## config.mk

```make
export PLATFORM = sky130hd
export DESIGN_NAME = hdmi_video_timing
export DESIGN_NICKNAME = d
export VERILOG_FILES = /design/src/rtl/hdmi_video_timing.sv
export SDC_FILE = /design/constraint.sdc
export NUM_CORES = 1
export LEC_CHECK = 0
export BUFFER_PORTS_ARGS = -buffer_cell sky130_fd_sc_hd__buf_2
export CAP_MARGIN = 20
export CORE_ASPECT_RATIO = 1.25
export CORE_MARGIN = 5
export CORE_UTILIZATION = 35
export CTS_CLUSTER_SIZE = 28
export DETAILED_ROUTE_END_ITERATION = 16
export PLACE_DENSITY_LB_ADDON = 0.05
export SYNTH_ARGS = -nofsm -noshare
export SYNTH_HDL_FRONTEND = slang
export SYNTH_SLANG_ARGS = --single-unit
```

## constraint.sdc

```tcl
create_clock -name clk -period 5.6 [get_ports clk]
set_clock_uncertainty 0.15 [all_clocks]
set_input_delay 0.28 -clock clk [delete_from_list [all_inputs] [get_ports clk]]
set_output_delay 0.28 -clock clk [all_outputs]
set_load 0.02 [all_outputs]
```

## src/rtl/hdmi_video_timing.sv

```systemverilog
// Raster timing generator and pixel source feeding the three TMDS encoders.
// Define HDMI_TEST_PATTERN_EN for internal colour bars instead of r_in/g_in/b_in.
module hdmi_video_timing #(
    parameter int   H_ACTIVE  = 640,
    parameter int   H_FP      = 16,
    parameter int   H_SYNC    = 96,
    parameter int   H_BP      = 48,
    parameter int   V_ACTIVE  = 480,
    parameter int   V_FP      = 10,
    parameter int   V_SYNC    = 2,
    parameter int   V_BP      = 33,
    parameter logic HSYNC_POL = 1'b0,
    parameter logic VSYNC_POL = 1'b0
) (
    input  logic        clk,
    input  logic        rst,
    input  logic [7:0]  r_in,
    input  logic [7:0]  g_in,
    input  logic [7:0]  b_in,
    output logic [11:0] pix_x,
    output logic [11:0] pix_y,
    output logic [7:0]  red,
    output logic [7:0]  green,
    output logic [7:0]  blue,
    output logic [1:0]  cd_blue,
    output logic        hsync,
    output logic        vsync,
    output logic        vde,
    output logic        frame_start
);

    localparam int H_TOTAL = H_ACTIVE + H_FP + H_SYNC + H_BP;
    localparam int V_TOTAL = V_ACTIVE + V_FP + V_SYNC + V_BP;

    localparam logic [11:0] H_LAST = 12'(H_TOTAL - 1);
    localparam logic [11:0] V_LAST = 12'(V_TOTAL - 1);
    localparam logic [11:0] H_ACT  = 12'(H_ACTIVE);
    localparam logic [11:0] V_ACT  = 12'(V_ACTIVE);
    localparam logic [11:0] HS_BEG = 12'(H_ACTIVE + H_FP);
    localparam logic [11:0] HS_END = 12'(H_ACTIVE + H_FP + H_SYNC);
    localparam logic [11:0] VS_BEG = 12'(V_ACTIVE + V_FP);
    localparam logic [11:0] VS_END = 12'(V_ACTIVE + V_FP + V_SYNC);

    logic [11:0] hcnt;
    logic [11:0] vcnt;
    logic        h_wrap;
    logic        v_wrap;
    logic        h_act;
    logic        active;
    logic        hs_lvl;
    logic        vs_lvl;
    logic [7:0]  src_r;
    logic [7:0]  src_g;
    logic [7:0]  src_b;

    always_comb begin
        h_wrap = (hcnt == H_LAST);
        v_wrap = (vcnt == V_LAST);
        h_act  = (hcnt < H_ACT);
        active = h_act && (vcnt < V_ACT);
        hs_lvl = ((hcnt >= HS_BEG) && (hcnt < HS_END)) ? HSYNC_POL : ~HSYNC_POL;
        vs_lvl = ((vcnt >= VS_BEG) && (vcnt < VS_END)) ? VSYNC_POL : ~VSYNC_POL;
    end

    always_ff @(posedge clk or posedge rst) begin
        if (rst) begin
            hcnt <= 12'd0;
            vcnt <= 12'd0;
        end else if (h_wrap) begin
            hcnt <= 12'd0;
            vcnt <= v_wrap ? 12'd0 : vcnt + 12'd1;
        end else begin
            hcnt <= hcnt + 12'd1;
        end
    end

    assign pix_x = hcnt;
    assign pix_y = vcnt;

`ifdef HDMI_TEST_PATTERN_EN
    localparam logic [11:0] BAR_LAST = 12'(H_ACTIVE / 8 - 1);

    logic [2:0]  bar;
    logic [11:0] bar_pix;
    logic        unused_in;

    assign unused_in = ^{r_in, g_in, b_in};

    // bar/bar_pix always describe the pixel at the current hcnt
    always_ff @(posedge clk or posedge rst) begin
        if (rst) begin
            bar     <= 3'd0;
            bar_pix <= 12'd0;
        end else if (h_wrap) begin
            bar     <= 3'd0;
            bar_pix <= 12'd0;
        end else if (h_act) begin
            if (bar_pix == BAR_LAST) begin
                bar_pix <= 12'd0;
                bar     <= bar + 3'd1;
            end else begin
                bar_pix <= bar_pix + 12'd1;
            end
        end
    end

    // white, yellow, cyan, green, magenta, red, blue, black
    always_comb begin
        src_r = {8{~bar[1]}};
        src_g = {8{~bar[2]}};
        src_b = {8{~bar[0]}};
    end
`else
    always_comb begin
        src_r = r_in;
        src_g = g_in;
        src_b = b_in;
    end
`endif

    always_ff @(posedge clk or posedge rst) begin
        if (rst) begin
            red         <= 8'h00;
            green       <= 8'h00;
            blue        <= 8'h00;
            vde         <= 1'b0;
            frame_start <= 1'b0;
            hsync       <= ~HSYNC_POL;
            vsync       <= ~VSYNC_POL;
            cd_blue     <= 2'b00;
        end else begin
            red         <= active ? src_r : 8'h00;
            green       <= active ? src_g : 8'h00;
            blue        <= active ? src_b : 8'h00;
            vde         <= active;
            frame_start <= (hcnt == 12'd0) && (vcnt == 12'd0);
            hsync       <= hs_lvl;
            vsync       <= vs_lvl;
            cd_blue     <= {vs_lvl, hs_lvl};
        end
    end

endmodule
```

==> key figures, run 1 <==
Run status
  – Status: complete, but fails checks
  – Failing checks: hold timing

Clock tree
  – Post-CTS Repair Setup Buffers: 0
  – CTS sink count: 54
  – Hold buffer count at cts: 0
  – CTS tree: yes
  – Clock Tree Root: clkbuf_8
  – Skew-Pair Late Insertion Delay: 0.30 ns
  – CTS H-Tree Depth: 2
  – Longest Clk Path Bufs: 2
  – Post-CTS Resized: 0
  – Worst-path clk slew: 0.10 ns
  – CTS buffer count: 5

STA
  – Slew HR: 0.451
  – RSZ-0062 raised after global routing: no
  – Setup TNS: 0 ns
  – Final period utilization: 0.434
  – Fin. max-slew vios: 0
  – Fmax: 411 MHz
  – Setup Viol. Count Final: 0
  – Final hold vios: 11
  – Hold_ws: -0.00504 ns
  – Min Clock Period, post-route: 2.43 ns
  – Pin slew with the least headroom to its limit: 0.817 ns

Routing
  – DRC: 0
  – Drt via density: 4.55
  – Routed len/inst: 14.0 µm
  – Drt initial violations: 57
  – Antenna Nets Post-Route: 0
  – DRT Pass-1 Iters: 4
  – Via count: 1625
  – Final WL: 5000 µm

Power
  – Internal Pwr Total: 515 µW
  – Leakage power: 1.37 nW
  – Logic pwr share: 0.064
  – Net load switching power: 151 µW
  – Switch share: 0.226
  – Max VDD drop: 0.184 mV
  – Clock power frac: 0.335
  – Reg power frac: 0.601
  – Pwr dens: 240 mW/mm²

Logic synthesis
  – Number of enable flip-flop cells after synthesis: 0
  – Avg Cell Area, Syn: 11.7 µm²
  – Multiplexer share of the synthesized area: 0.00912
  – Largest family of logic cells by synthesized area: simple AND/OR/NAND/NOR gates
  – Compound-Gate Fraction of Synth Area: 0.0473
  – Synthesized area: 0.00219 mm²
  – YS warnings: 0
  – Seq/Total Area, Yosys: 0.617
  – Yosys reg bits: 54
  – Synth Area in Adders: 0.0228
  – Top FF cell, synth: dfrtp_1
  – Xor/xnor cell area share of the yosys netlist: 0.0479
  – Count of cell types in the netlist: 35
  – Synthesized instance count: 187
  – Simple-gate share of the synthesized area: 0.230
  – Asr flop ratio synth: 1.00
  – Syn nets: 217

Flow run
  – Max Cap Viol: 0

Placed design
  – # port buffers: 79
  – DP HPWL: 3650 µm
  – Dpl cell area: 0.00269 mm²
  – GPL Wtd Cong: 0.794

Worst setup path
  – Crit start category: flop
  – Crit path kind: flop to flop
  – Critical Path Sink Type: flop
  – CP max stage cell: nor4_2
  – Worst reg-to-reg setup slack: 3.17 ns
  – Critical path arrival: 2.50 ns
  – Required time worst endpoint: 5.67 ns
  – CP Buf/Inv Count: 0
  – Crit-path max FO: 9
  – CP cell instances: ha_1, nand4_1, nor4_2, nand2_1, o31ai_1
  – Critical R2R Launch: pix_x[0]$_DFF_PP0_
  – Slowest stage delay, CP: 0.79 ns
  – CP delay by family, top: simple AND/OR/NAND/NOR gates
  – Reg-to-Reg End: pix_y[8]$_DFFE_PP0N_
  – Worst-case reg-to-reg path depth: 5

Floorplan
  – Core box area: 0.00613 mm²
  – Die Y: 98.5 µm
  – Io pins: 80
  – # rows: 32
  – DIE WIDTH: 80.8 µm
  – Die Area: 0.00796 mm²
  – Initial Utilization: 0.358

Cells and area
  – Nets: 301
  – Layout area overhead: 26.5%
  – Share of cells above drive strength 1: 0.357
  – ANT cells: 0
  – Filler Cell Count: 622
  – Commonest non-fill, non-tap cell in the layout: buf_2
  – Commonest non-fill, non-tap cells in the layout: buf_2 (79), dfrtp_1 (52), and2_1 (25), nand2_1 (12)
  – Design Area, Final: 0.00278 mm²

Global routing
  – First-pass GRT wire length: 8450 µm
  – Vias in the first global route: 1736
  – Largest net degree at the start of global routing: 55
  – Total grt overflow: 0
  – Antenna violations before repair: 0
  – Total GRT Usage: 0.135

Worst hold path
  – Hold crit path type: primary input to asynchronous set/reset pin
-- metal layers --
metal,track usage,share of wire,vias to the layer above
li1,-,-,801
met2,0.216,0.48,52
met5,0,0,-
met1,0.167,0.42,768
met4,0.0364,0.010,0
met3,0.0558,0.088,4
-- power groups by stage --
stage	clock network (mW)	registers, mW	logic [mW]
detailed placement	0	0.408	0.0439
CTS	0.234	0.400	0.0439
finish	0.223	0.400	0.0423
floorplan	0	0.420	0.0112
global route	0.252	0.401	0.0479
global placement	0	0.408	0.0442
-- sequential cells by signal (all words and copies together), names as in the netlist --
register,cells
frame_start,1
vsync,1
hsync,1
vde,1
cd_blue,2
red,8
pix_y,12
pix_x,12
green,8
blue,8
-- Yosys cell counts, types with 2 or more instances --
library cell / count / area (µm²)
dfrtp_1: 52 / 1300
and2_1: 25 / 156
nand2_1: 12 / 45.0
inv_1: 10 / 37.5
nand3_1: 10 / 50.1
xor2_1: 10 / 87.6
o21ai_0: 9 / 45.0
nor2_1: 7 / 26.3
and3_1: 5 / 31.3
ha_1: 4 / 50.1
nand4_1: 4 / 25.0
nor4_1: 4 / 25.0
a21oi_1: 3 / 15.0
o31ai_1: 3 / 22.5
clkbuf_1: 2 / 7.51
dfstp_2: 2 / 52.6
mux2i_1: 2 / 20.0
nor3_2: 2 / 20.0
nor4_2: 2 / 25.0
or3_1: 2 / 12.5
or4_1: 2 / 15.0
xnor2_1: 2 / 17.5
-- worst max-delay path by stage --
stage                            start                    to  slack, ns  cells after the start
finish              pix_x[0]$_DFF_PP0_  pix_y[8]$_DFFE_PP0N_       3.17                      5
global route        pix_x[0]$_DFF_PP0_  pix_y[4]$_DFFE_PP0N_       2.87                      5
CTS                 pix_x[0]$_DFF_PP0_  pix_y[6]$_DFFE_PP0N_       3.11                      5
detailed placement  pix_x[0]$_DFF_PP0_  pix_y[6]$_DFFE_PP0N_       3.14                      5
global placement    pix_x[0]$_DFF_PP0_  pix_y[6]$_DFFE_PP0N_       3.15                      5
floorplan           pix_x[0]$_DFF_PP0_  pix_y[7]$_DFFE_PP0N_       3.37                      6
-- per-stage QoR --
stage	power [mW]	instances	util	setup slack (ns)	hold slack, ns
2_1_floorplan	0.431	187	-	3.37	0.259
3_3_place_gp	0.452	349	0.438	3.15	0.324
3_5_place_dp	0.452	349	0.438	3.14	0.330
4_1_cts	0.678	357	0.453	3.11	0.0145
5_1_grt	0.701	357	0.453	2.87	0.0110
6_report	0.665	357	0.453	3.17	-0.00504
-- kinds of logic (layout without fill, tap and decap cells) --
kind of cell / count (synthesis) / count (layout)
multiplexers: 2 / 2
XOR/XNOR: 12 / 12
flip-flops: 54 / 54
AO/OA/AOI/OAI: 18 / 18
buffers and inverters: 13 / 98
AND/OR/NAND/NOR: 84 / 84
adder cells (fa/ha/maj): 4 / 4
-- worst reg2reg max path, delay by kind of cell (launching register included) --
kind	cells	cell delay (ns)
fa+ha+maj	1	0.24
flops	1	0.43
simple gates	3	1.29
compound gates	1	0.25
-- area by class of cell --
class                   count  area (µm²)  share of cell area
well taps                  85         106              0.0383
clock buffers               7        86.3              0.0311
repair buffers             80         403               0.145
inverters                  10        37.5              0.0135
clock inverters             1        5.00             0.00180
multi-input cells         120         785               0.283
flip-flops and latches     54        1350               0.488
No activity file was read; power rests on OpenSTA's default activity.
==> inputs of run 2 (changes only) <==
- ABC_AREA: default -> 1
- clock period: 5.6 -> 2 ns (I/O delays scaled with it)
==> key figures, run 2 <==
Cells and area
  – ANT cells: 0 (unchanged)
  – Commonest non-fill, non-tap cell in the layout: buf_2
  – Multi-input logic area: 891 µm² (+14%)
  – FF/Latch Area: 0.00135 mm² (unchanged)
  – Layout area overhead: 34.9%
  – Fin util: 0.487 (+0.0335)
  – Non-filler cells, final: 495 (+39%)
  – Share of cells above drive strength 1: 0.284 (-0.0727)
  – Design Area, Final: 0.00340 mm² (+22%)
  – Commonest non-fill, non-tap cells in the layout: buf_2 (79), inv_1 (57), dfrtp_1 (52), nor2_1 (47), nand2_1 (43)
  – Nets: 434 (+44%)
  – Filler Cell Count: 726 (+17%)

STA
  – Fin. max-slew vios: 0 (unchanged)
  – Setup Viol. Count Final: 0 (unchanged)
  – Final hold vios: 0 (-11)
  – Slew HR: 0.740 (+0.289)
  – Setup TNS: 0 ns (unchanged)
  – RSZ-0062 raised after global routing: no
  – Setup ws final: 0.278 ns (-2.89 ns)
  – Min Clock Period, post-route: 1.72 ns (-0.709 ns)
  – Hold_ws: 0.227 ns (+0.232 ns)
  – Pin slew with the least headroom to its limit: 0.387 ns (-0.430 ns)
  – Fmax: 581 MHz (+41%)
  – Final period utilization: 0.861 (+0.427)

Routing
  – Via count: 2181 (+34%)
  – Routed len/inst: 12.3 µm (-12%)
  – Drt initial violations: 75 (+32%)
  – Final WL: 6110 µm (+22%)
  – Antenna Nets Post-Route: 0 (unchanged)
  – DRC: 0 (unchanged)
  – Drt via density: 4.41 (-3.2%)
  – DRT Pass-1 Iters: 4 (unchanged)

Clock tree
  – Hold buffer count at cts: 25 (+25)
  – CTS buffer count: 5 (unchanged)
  – CTS H-Tree Depth: 2 (unchanged)
  – Post-CTS Repair Setup Buffers: 0 (unchanged)
  – Worst-path clk slew: 0.10 ns (about the same)
  – Clock Tree Root: clkbuf_8
  – CTS tree: yes
  – Skew-Pair Late Insertion Delay: 0.30 ns (about the same)
  – CTS sink count: 54 (unchanged)
  – Post-CTS Resized: 0 (unchanged)
  – Longest Clk Path Bufs: 2 (unchanged)

Power
  – Net load switching power: 460 µW (+210%)
  – Reg power frac: 0.553 (-0.048)
  – Logic pwr share: 0.082 (+0.018)
  – Switch share: 0.227 (+0.000621)
  – Internal Pwr Total: 1.57 mW (+200%)
  – Max VDD drop: 0.381 mV (+110%)
  – Clock power frac: 0.365 (+0.030)
  – Leakage power: 1.83 nW (+34%)
  – Pwr dens: 597 mW/mm² (+150%)
  – Final Power: 2.03 mW (+200%)

Logic synthesis
  – Number of enable flip-flop cells after synthesis: 0 (unchanged)
  – Count of cell types in the netlist: 29 (-17%)
  – Top cells by count, synth: inv_1 (58), dfrtp_1 (52), nor2_1 (47)
  – Synth area leaders: dfrtp_1 (52%), inv_1 (8.6%), nor2_1 (7.0%)
  – Area leader, netlist: dfrtp_1
  – YS warnings: 0 (unchanged)
  – Asr flop ratio synth: 1.00 (unchanged)
  – Syn nets: 322 (+48%)
  – Synthesized area: 0.00252 mm² (+15%)
  – Avg Cell Area, Syn: 8.62 µm² (-27%)
  – Most frequent cell after synthesis: inv_1
  – Yosys reg bits: 54 (unchanged)
  – Post-synth top area share: 0.517 (-0.0760)
  – Top FF cell, synth: dfrtp_1
  – Seq/Total Area, Yosys: 0.538 (-0.0791)
  – Synthesized instance count: 292 (+56%)

Flow run
  – Max Cap Viol: 0 (unchanged)

Global routing
  – Antenna violations before repair: 0 (unchanged)
  – Largest net degree at the start of global routing: 31 (-44%)
  – Total grt overflow: 0 (unchanged)
  – Vias in the first global route: 2279 (+31%)
  – First-pass GRT wire length: 10700 µm (+27%)
  – Total GRT Usage: 0.147 (+0.0118)

Placed design
  – # port buffers: 79 (unchanged)
  – GPL Wtd Cong: 0.806 (+1.4%)
  – Setup WS pre-CTS: 0.287 ns (-2.85 ns)
  – Dpl cell area: 0.00304 mm² (+13%)
  – DP HPWL: 4510 µm (+24%)
  – Dpl cells: 462 (+32%)

Floorplan
  – Die Y: 105 µm (+6.4%)
  – Core box area: 0.00698 mm² (+14%)
  – Io pins: 80 (unchanged)
  – DIE WIDTH: 85.9 µm (+6.2%)
  – Die Area: 0.00900 mm² (+13%)
  – Initial Utilization: 0.361 (+0.00258)
  – # rows: 34 (+6.3%)

Worst hold path
  – Hold crit path type: primary input to asynchronous set/reset pin

Worst setup path
  – Crit path kind: flop to flop
  – Required time worst endpoint: 2.08 ns (-3.59 ns)
  – Crit start category: flop
  – Critical Path Sink Type: flop
  – Critical path arrival: 1.80 ns (-0.70 ns)
  – Crit-path max FO: 12 (+3)

Run status
  – Status: completed
[run 2: cell types whose count changed in the layout (fill, tap and decap cells not counted), moves of 4 or more]
cell	before	now
and3_1	5	0
nand3_1	10	24
inv_1	9	57
dlygate4sd3_1	0	25
nor3_1	1	7
and2_1	25	0
nand2_1	12	43
buf_4	1	5
nor2_1	7	47
nor2_2	0	6
[run 2: cell type report]
type,count,share of cell area
clock buffer,6,0.0214
clock inverter,2,0.0111
inverter,60,0.0663
multi-input combinational,173,0.262
sequential,54,0.399
tap,90,0.0332
timing repair buffer,110,0.207
[run 2: final timing paths]
path | from | endpoint | slack, ns | depth (start not counted)
worst max-delay path | pix_x[0]$_DFF_PP0_ | pix_y[1]$_DFFE_PP0N_ | 0.28 | 8
worst min-delay path | rst | blue[2]$_DFF_PP0_ | 0.23 | 4
worst max register to register | pix_x[0]$_DFF_PP0_ | pix_y[1]$_DFFE_PP0N_ | 0.28 | 8
worst min register to register | pix_x[0]$_DFF_PP0_ | pix_x[0]$_DFF_PP0_ | 0.37 | 1
max in group asynchronous | rst | pix_x[2]$_DFF_PP0_ | 1.16 | 4
min in group clk | pix_x[0]$_DFF_PP0_ | pix_x[0]$_DFF_PP0_ | 0.37 | 1
[run 2: kinds of logic (layout without fill, tap and decap cells)]
family,count (synthesis),after routing,synth area share
AOI/OAI and AO/OA,16,16,0.0343
DFF,54,54,0.538
and+or+nand+nor,145,145,0.272
adders and majority gates,4,4,0.0199
xor gates and xnor gates,8,8,0.0278
buffers and inverters,65,178,0.108
[run 2: worst max-delay path, stage by stage, from the launching register on]
cell and delay, ns:
dfrtp_1 0.43, ha_1 0.22, nand2_2 0.08, nor2_4 0.11
nand3_2 0.12, nor2_8 0.21, buf_4 0.18, nand3_1 0.06
o21ai_0 0.08
[run 2: power by group through the flow]
stage / Clock [mW] / Sequential [mW] / Combinational [mW]
after global placement: 0 / 1.14 / 0.133
after detailed placement: 0 / 1.14 / 0.133
after CTS: 0.776 / 1.12 / 0.170
after global routing: 0.806 / 1.12 / 0.188
final: 0.741 / 1.12 / 0.166
after floorplan: 0 / 1.18 / 0.0367
[run 2: routing by layer]
layer  wire [µm]  global-route usage  vias to the layer above
met2        3170               0.265                       65
met1        2420               0.169                      999
met4         102              0.0396                        0
met5           0                   0                        -
li1            -                   -                     1107
met3         422              0.0378                       10
==> inputs of run 3 (changes only) <==
- CORE_UTILIZATION: 35 -> 46
- TNS_END_PERCENT: default -> 10
==> key figures, run 3 (synthesis gave the netlist of run 2 again) <==
STA
  – Min Clock Period, post-route: 1.73 ns (+0.0115 ns)
  – Setup Viol. Count Final: 0 (unchanged)
  – RSZ-0062 raised after global routing: no
  – Fin. max-slew vios: 0 (unchanged)
  – Final period utilization: 0.867 (+0.00573)
  – Fmax: 577 MHz (-0.66%)
  – Slew HR: 0.626 (-0.114)
  – Final hold vios: 0 (unchanged)
  – Setup ws final: 0.266 ns (-0.0115 ns)
  – Hold_ws: 0.229 ns (+0.00114 ns)
  – Pin slew with the least headroom to its limit: 0.560 ns (+0.174 ns)
  – Setup TNS: 0 ns (unchanged)

Power
  – Max VDD drop: 0.427 mV (+12%)
  – Leakage power: 1.83 nW (about the same)
  – Final Power: 2.05 mW (+0.81%)
  – Pwr dens: 610 mW/mm² (+2.2%)

Clock tree
  – Skew-Pair Late Insertion Delay: 0.31 ns (about the same)
  – Longest Clk Path Bufs: 2 (unchanged)
  – Clock Tree Root: clkbuf_8
  – Worst-path clk slew: 0.10 ns (about the same)
  – Post-CTS Repair Setup Buffers: 0 (unchanged)
  – CTS sink count: 54 (unchanged)
  – CTS H-Tree Depth: 2 (unchanged)
  – Hold buffer count at cts: 25 (unchanged)
  – Post-CTS Resized: 0 (unchanged)
  – CTS buffer count: 5 (unchanged)
  – CTS tree: yes

Placed design
  – Setup WS pre-CTS: 0.272 ns (-0.0153 ns)
  – # port buffers: 79 (unchanged)
  – Dpl cells: 434 (-6.1%)
  – DP HPWL: 4220 µm (-6.5%)
  – Dpl cell area: 0.00299 mm² (-1.6%)
  – GPL Wtd Cong: 0.888 (+10%)

Global routing
  – Met1 Track Usage GR: 0.199 (+0.0300)
  – Largest net degree at the start of global routing: 30 (-3.2%)
  – Vias in the first global route: 2195 (-3.7%)
  – First-pass GRT wire length: 10100 µm (-5.3%)
  – Total grt overflow: 0 (unchanged)
  – Met3 usage: 0.0574 (+0.0196)
  – Antenna violations before repair: 0 (unchanged)
  – Grt peak-use layer: met2
  – GR Util met2: 0.314 (+0.0493)
  – Total GRT Usage: 0.176 (+0.0296)

Cells and area
  – Share of cells above drive strength 1: 0.283 (-0.00107)
  – Nets: 432 (-0.46%)
  – Design Area, Final: 0.00335 mm² (-1.3%)
  – Fin util: 0.624 (+0.138)
  – Commonest non-fill, non-tap cells in the layout: buf_2 (79), inv_1 (57), dfrtp_1 (52), nor2_1 (47), nand2_1 (43)
  – ANT cells: 0 (unchanged)
  – Commonest non-fill, non-tap cell in the layout: buf_2
  – Non-filler cells, final: 467 (-5.7%)
  – Layout area overhead: 33.1%

Worst setup path
  – Crit start category: flop
  – Critical Path Sink Type: flop
  – Required time worst endpoint: 2.08 ns (about the same)
  – Critical path arrival: 1.82 ns (+0.02 ns)
  – Crit path kind: flop to flop
  – Crit-path max FO: 11 (-1)

Run status
  – Status: completed

Routing
  – Routed len/inst: 12.7 µm (+3.0%)
  – Drt initial violations: 73 (-2.7%)
  – Via count: 2185 (+0.18%)
  – Final WL: 5940 µm (-2.8%)
  – Drt via density: 4.68 (+6.2%)
  – Antenna Nets Post-Route: 0 (unchanged)
  – DRC: 0 (unchanged)
  – DRT Pass-1 Iters: 4 (unchanged)

Floorplan
  – Die Area: 0.00706 mm² (-22%)
  – Die Y: 92.7 µm (-12%)
  – Initial Utilization: 0.469 (+0.108)
  – # rows: 30 (-12%)
  – Io pins: 80 (unchanged)
  – Core box area: 0.00537 mm² (-23%)
  – DIE WIDTH: 76.2 µm (-11%)

Flow run
  – Max Cap Viol: 0 (unchanged)

Worst hold path
  – Hold crit path type: primary input to asynchronous set/reset pin
run 3: cell types whose count changed in the layout (fill, tap and decap cells not counted), sizes merged:
| cell | before | now |
|---|---|---|
| buf | 85 | 83 |
| clkbuf | 6 | 5 |
| clkinv | 0 | 1 |
| clkinvlp | 1 | 0 |
| inv | 60 | 61 |
run 3: worst max-delay path, cell delays in order, from the launching register on:
cell	delay, ns
dfrtp_1	0.43
ha_1	0.22
nand2_2	0.09
nor2_4	0.12
nand3_2	0.12
nor2_8	0.20
buf_4	0.18
nand3_1	0.07
o21ai_0	0.07
run 3: per-layer routing:
| metal | up-vias | wire [µm] |
|---|---|---|
| met5 | - | 0 |
| met4 | 0 | 62 |
| met3 | 6 | 474 |
| met2 | 63 | 3020 |
| met1 | 1007 | 2390 |
| li1 | 1109 | - |
run 3: power by group:
| group | switching (mW) | internal (mW) | total, mW |
|---|---|---|---|
| registers | 0.00572 | 1.12 | 1.12 |
| clock network | 0.378 | 0.376 | 0.754 |
| logic | 0.0896 | 0.0805 | 0.170 |
| total | 0.473 | 1.57 | 2.05 |
run 3: worst paths after layout:
| check | startpoint | to | slack [ns] | cells after the start |
|---|---|---|---|---|
| setup / recovery | pix_x[0]$_DFF_PP0_ | pix_y[3]$_DFFE_PP0N_ | 0.27 | 8 |
| hold / removal | rst | green[2]$_DFF_PP0_ | 0.23 | 3 |
| setup reg to reg | pix_x[0]$_DFF_PP0_ | pix_y[3]$_DFFE_PP0N_ | 0.27 | 8 |
| hold reg to reg | pix_x[0]$_DFF_PP0_ | pix_x[0]$_DFF_PP0_ | 0.37 | 1 |
| max in group asynchronous | rst | vsync$_DFF_PP1_ | 0.84 | 4 |
| min in group clk | pix_x[0]$_DFF_PP0_ | pix_x[0]$_DFF_PP0_ | 0.37 | 1 |
run 3: layout make-up:
class                      count  area (µm²)
fill                         486        2020
sequential                    54        1350
multi-input combinational    173         891
timing repair buffer         108         688
inverter                      60         225
tap                           64        80.1
clock buffer                   5        68.8
clock inverter                 3        43.8
